## src/rtl/alu_seq.sv

```systemverilog
// -----------------------------------------------------------------------------
// alu_seq - iterative ALU sequencer
//
// Drives an external combinational 16-bit alu (a, b, com -> y). One ALU
// command is repeated op_cnt times, and y is fed back into the accumulator
// that drives alu.a. This lets the control unit build multi-bit shifts,
// repeated add/sub and accumulate loops out of single-step ALU operations.
//
// Ports
//   clk      in   1   system clock, rising edge
//   rst_n    in   1   asynchronous active-low reset
//   start    in   1   request pulse, sampled only in IDLE
//   op_a     in   DW  initial accumulator value
//   op_b     in   DW  constant b operand, held for the whole run
//   op_com   in   3   ALU command
//   op_cnt   in   CW  number of iterations (0 = pass op_a straight through)
//   alu_a    out  DW  accumulator register, to alu.a
//   alu_b    out  DW  latched op_b, to alu.b
//   alu_com  out  3   latched op_com, to alu.com
//   alu_y    in   DW  alu result (combinational)
//   busy     out  1   high while iterations are running
//   done     out  1   one-cycle pulse; result is valid in this cycle
//   result   out  DW  final accumulator, held until the next run completes
//
// Configuration macro
//   ALU_SEQ_EARLY_EXIT_EN : when defined, a zero alu_y during RUN ends the
//   run immediately and skips the remaining iterations.
// -----------------------------------------------------------------------------
module alu_seq #(
  parameter int DW = 16,
  parameter int CW = 4
) (
  input  logic          clk,
  input  logic          rst_n,
  input  logic          start,
  input  logic [DW-1:0] op_a,
  input  logic [DW-1:0] op_b,
  input  logic [2:0]    op_com,
  input  logic [CW-1:0] op_cnt,
  output logic [DW-1:0] alu_a,
  output logic [DW-1:0] alu_b,
  output logic [2:0]    alu_com,
  input  logic [DW-1:0] alu_y,
  output logic          busy,
  output logic          done,
  output logic [DW-1:0] result
);

  typedef enum logic [1:0] {
    S_IDLE = 2'd0,
    S_RUN  = 2'd1,
    S_DONE = 2'd2
  } state_t;

  localparam logic [CW-1:0] CNT_ZERO = {CW{1'b0}};
  localparam logic [CW-1:0] CNT_ONE  = {{(CW-1){1'b0}}, 1'b1};
  localparam logic [DW-1:0] DATA_ZERO = {DW{1'b0}};

  state_t        r_state;
  state_t        w_state_nxt;
  logic [DW-1:0] r_acc;
  logic [DW-1:0] w_acc_nxt;
  logic [DW-1:0] r_b;
  logic [DW-1:0] w_b_nxt;
  logic [2:0]    r_com;
  logic [2:0]    w_com_nxt;
  logic [CW-1:0] r_cnt;
  logic [CW-1:0] w_cnt_nxt;
  logic          r_busy;
  logic          r_done;
  logic [DW-1:0] r_result;

  // Next-state and datapath update selection for the sequencer FSM
  always_comb begin
    w_state_nxt = r_state;
    w_acc_nxt   = r_acc;
    w_b_nxt     = r_b;
    w_com_nxt   = r_com;
    w_cnt_nxt   = r_cnt;
    case (r_state)
      S_IDLE: begin
        if (start) begin
          w_acc_nxt = op_a;
          w_b_nxt   = op_b;
          w_com_nxt = op_com;
          w_cnt_nxt = op_cnt;
          // A zero count skips RUN entirely so cnt can never wrap there.
          if (op_cnt != CNT_ZERO) begin
            w_state_nxt = S_RUN;
          end else begin
            w_state_nxt = S_DONE;
          end
        end else begin
          w_state_nxt = S_IDLE;
        end
      end
      S_RUN: begin
        w_acc_nxt = alu_y;
        w_cnt_nxt = r_cnt - CNT_ONE;
`ifdef ALU_SEQ_EARLY_EXIT_EN
        if ((alu_y == DATA_ZERO) || (r_cnt == CNT_ONE)) begin
          w_state_nxt = S_DONE;
        end else begin
          w_state_nxt = S_RUN;
        end
`else
        if (r_cnt == CNT_ONE) begin
          w_state_nxt = S_DONE;
        end else begin
          w_state_nxt = S_RUN;
        end
`endif
      end
      S_DONE: begin
        w_state_nxt = S_IDLE;
      end
      default: begin
        w_state_nxt = S_IDLE;
      end
    endcase
  end

  // State, operand and output registers; status flags are derived from the
  // next state so busy/done/result line up with the cycle the FSM is in.
  always_ff @(posedge clk or negedge rst_n) begin
    if (!rst_n) begin
      r_state  <= S_IDLE;
      r_acc    <= DATA_ZERO;
      r_b      <= DATA_ZERO;
      r_com    <= 3'b000;
      r_cnt    <= CNT_ZERO;
      r_busy   <= 1'b0;
      r_done   <= 1'b0;
      r_result <= DATA_ZERO;
    end else begin
      r_state <= w_state_nxt;
      r_acc   <= w_acc_nxt;
      r_b     <= w_b_nxt;
      r_com   <= w_com_nxt;
      r_cnt   <= w_cnt_nxt;
      r_busy  <= (w_state_nxt == S_RUN);
      r_done  <= (w_state_nxt == S_DONE);
      // Capture the final accumulator on entry to DONE so it is valid
      // together with the done pulse.
      if (w_state_nxt == S_DONE) begin
        r_result <= w_acc_nxt;
      end else begin
        r_result <= r_result;
      end
    end
  end

  assign alu_a   = r_acc;
  assign alu_b   = r_b;
  assign alu_com = r_com;
  assign busy    = r_busy;
  assign done    = r_done;
  assign result  = r_result;

endmodule

```

## config.mk

```make
export PLATFORM = sky130hd
export DESIGN_NAME = alu_seq
export DESIGN_NICKNAME = d
export VERILOG_FILES = /design/src/rtl/alu_seq.sv
export SDC_FILE = /design/constraint.sdc
export NUM_CORES = 1
export LEC_CHECK = 0
export BUFFER_PORTS_ARGS = -buffer_cell sky130_fd_sc_hd__buf_2
export CAP_MARGIN = 0
export CORE_MARGIN = 2
export CORE_UTILIZATION = 34
export DETAILED_ROUTE_END_ITERATION = 8
export PLACE_DENSITY_LB_ADDON = 0.2
export SLEW_MARGIN = 20
export SYNTH_ARGS = -nofsm -noshare
export SYNTH_HDL_FRONTEND = slang
export SYNTH_SLANG_ARGS = --single-unit
export TNS_END_PERCENT = 100
```

## constraint.sdc

```tcl
create_clock -name clk -period 2.2 [get_ports clk]
set_input_delay 0.11 -clock clk [delete_from_list [all_inputs] [get_ports clk]]
set_output_delay 0.11 -clock clk [all_outputs]
set_load 0.02 [all_outputs]
```

==> metrics.cfg <==
[outcome]
status=finished, final reports clean

[clocking]
htreeDepth=3
cts_tree=done
clockBufferDepth=2
path_clk_slew_ns=0.06
cts_setup_buffers=0
cts_sinks=59
clk_latency_ns=0.33
cts_inserted_buffers=9
cts-root-buf=clkbuf_8

[global_routing]
grt_util_met2=0.2682
grt_start_max_net_pins=28
antenna_found_initial=0
grt_pass1_wl_um=10300
met1_usage=0.1971
grt_pass1_vias=2108
use_met3=0.06344
busiest_layer=met2
grt_remaining_overflow=0
track_usage=0.1623

[power_and_ir_drop]
netSwitchingPower_mw=2.099
swShare=0.3798
p_comb_frac=0.451
power_mw=5.528
p_leak_nw=1.693
vdd_drop_max_v=0.0005832
powerDensity_nw_per_um2=1534
clkPwrFrac=0.196
p_seq_frac=0.353
p_int_mw=3.429

[yosys]
synthMuxAreaShare=0.1689
synth_area_um2=2534
synthXorXnorAreaFrac=0
synthAdderAreaFrac=0.009877
synthSimpleGateAreaFrac=0.08691
synth_compound_area_frac=0.1195
yosys_warnings=0
synth-seq-cells=59
avgSynthCellArea_um2=14.99
ys_types=31
synth_nets=229
synth_seq_area_share=0.5827
synth_top_family_by_area=multiplexers
synthCells=169

[finish]
layout.nets=363
final_layout_size_suffix_gt1_frac=0.6169
n_antenna_cell=0
area_growth_pct=42.27
fin_cells=407
final_common_cell=buf_2
final_cell_mix=buf_2, dfrtp_1, mux2_2
design_area_um2=3605

[critical_path]
crit-reg2reg-launch=r_cnt[1]
arrival_ns=2.18
crit_chain=inv_1 -> ha_1 -> or3b_2 -> o22ai_4 -> buf_12 -> mux2_2
r2r-end=result[1]
rrSetupSlack_ns=0.24
critPathRequiredTime_ns=2.41
rr_worst_depth=6
crit_path_max_incr_delay_ns=0.50
start_kind=flop
cp-end-kind=flop
path_max_fanout=12
cp_slowest_cell=or3b_2
worstSetupPathType=flop to flop

[timing]
relSlewSlack=0.5854
report.final.setup_viol=0
layout_min_cycle_time_ns=1.964
grt_setup_unrepaired=false
skew_ns=0.008885
max_freq_ghz=0.5092
tightest_slew_ns=0.6220
finalHoldViolations=0
finalCritPeriodShare=0.8926
slew_violations=0
tns_ns=0

[placement]
postPlaceCellArea_um2=3226
io_buffers=110
place_congestion=0.7470
dp_hpwl_um=4379
dp_cells=375

[detailed_routing]
vias_per_cell=4.668
antenna_left=0
drt_iter0_markers=65
wl_per_cell_um=15.13
drt_pass1_iterations=4
via_count=1900
totalWireLength_um=6157
drc=0

[min_path]
min_path_type=input pin to flop
hold_depth=2
hp-start=op_b[1]
min_to=alu_b[1]

[flow_run]
cap_violations=0

[floorplanning]
die_w_um=90.33
die_height_um=90.33
rows=31
ioPinCount=111
die_area_um2=8159
initial_core_util=0.3493
core_area_um2=7253

[cells in the mapped netlist, drive strengths merged]
| master | number | area share |
|---|---|---|
| dfrtp | 59 | 0.58 |
| mux2 | 35 | 0.17 |
| o221a | 16 | 0.071 |
| or4b | 16 | 0.063 |
| clkbuf | 9 | 0.013 |
| inv | 5 | 0.0074 |
| o22ai | 4 | 0.015 |
| buf | 3 | 0.011 |
| a21oi | 2 | 0.0040 |
| a22oi | 2 | 0.0059 |
| ha | 2 | 0.0099 |
| nor2 | 2 | 0.0030 |
| or3b | 2 | 0.0079 |
| a22o | 1 | 0.0035 |
| a2bb2oi | 1 | 0.0035 |
| a32o | 1 | 0.0040 |
| nand2 | 1 | 0.0015 |
| nand2b | 1 | 0.0025 |
| nor2b | 1 | 0.0025 |
| nor3 | 1 | 0.0020 |
| o21ai | 1 | 0.0020 |
| o21ba | 1 | 0.0040 |
| o2bb2ai | 1 | 0.0035 |
| o31ai | 1 | 0.0030 |
| or4 | 1 | 0.0044 |
[worst max-delay path by stage]
stage	start	end	slack [ns]	cells past startpoint
global route	r_cnt[1]	result[1]	0.14	6
floorplan	r_cnt[1]	result[10]	0.27	6
finish	r_cnt[1]	result[1]	0.24	6
detailed placement	r_cnt[1]	result[3]	0.25	6
global placement	r_cnt[1]	result[2]	0.29	6
CTS	r_cnt[1]	result[3]	0.22	6
[stage by stage]
step / util / hold slack (ns) / setup slack (ns)
after floorplan: - / -0.1856 / 0.2656
after global placement: 0.4447 / 0.1572 / 0.2931
after detailed placement: 0.4447 / 0.1713 / 0.2455
after CTS: 0.4970 / 0.0003648 / 0.2242
after global routing: 0.4970 / 0.001419 / 0.1373
final: 0.4970 / 0.01537 / 0.2362
[what timing repair did]
action,4_1_cts,5_1_grt
endpoints found under the setup margin,0,0
endpoints found under the hold margin,40,0
hold buffers,16,0
resized for setup,0,0
[area by class of cell]
type                    count  area (µm²)
clock buffers              12       145.1
repair buffers            135       790.8
flip-flops and latches     59        1476
clock inverters             4       73.82
well taps                  99       123.9
multi-input cells          93       975.9
inverters                   5       18.77
fillers                   668        3649
[flip-flops by register name (all words and copies together) (netlist names)]
| register | cells |
|---|---|
| done | 1 |
| r_cnt | 4 |
| alu_b | 16 |
| r_state | 2 |
| alu_a | 16 |
| alu_com | 3 |
| busy | 1 |
| result | 16 |
[layer usage]
metal | up-vias | part of all wire
met5 | - | 0
met4 | 0 | 0.0081
met3 | 7 | 0.060
met2 | 68 | 0.49
met1 | 908 | 0.44
li1 | 917 | -
[worst max-delay path, delay by kind of cell (launching register included)]
kind            cells  cell delay, ns
mux                 1            0.34
simple gates        1            0.50
flops               1            0.39
compound gates      1            0.19
buf+inv             2            0.29
fa+ha+maj           1            0.14
[kinds of logic (layout without fill, tap and decap cells)]
| kind of cell | after synthesis | after routing |
|---|---|---|
| AND/OR/NAND/NOR | 25 | 25 |
| buffers and inverters | 17 | 156 |
| AO/OA/AOI/OAI | 31 | 31 |
| multiplexers | 35 | 35 |
| flip-flops | 59 | 59 |
| adder cells (fa/ha/maj) | 2 | 2 |
[power groups by stage]
| stage | combinational, mW | clock [mW] | sequential, mW |
|---|---|---|---|
| floorplan | 1.08 | 0 | 2.54 |
| global placement | 2.46 | 0 | 1.97 |
| detailed placement | 2.49 | 0 | 1.97 |
| CTS | 2.52 | 1.11 | 1.96 |
| global route | 2.70 | 1.18 | 2.03 |
| finish | 2.49 | 1.08 | 1.95 |
Note: power is estimated with default switching activity, not from simulation.
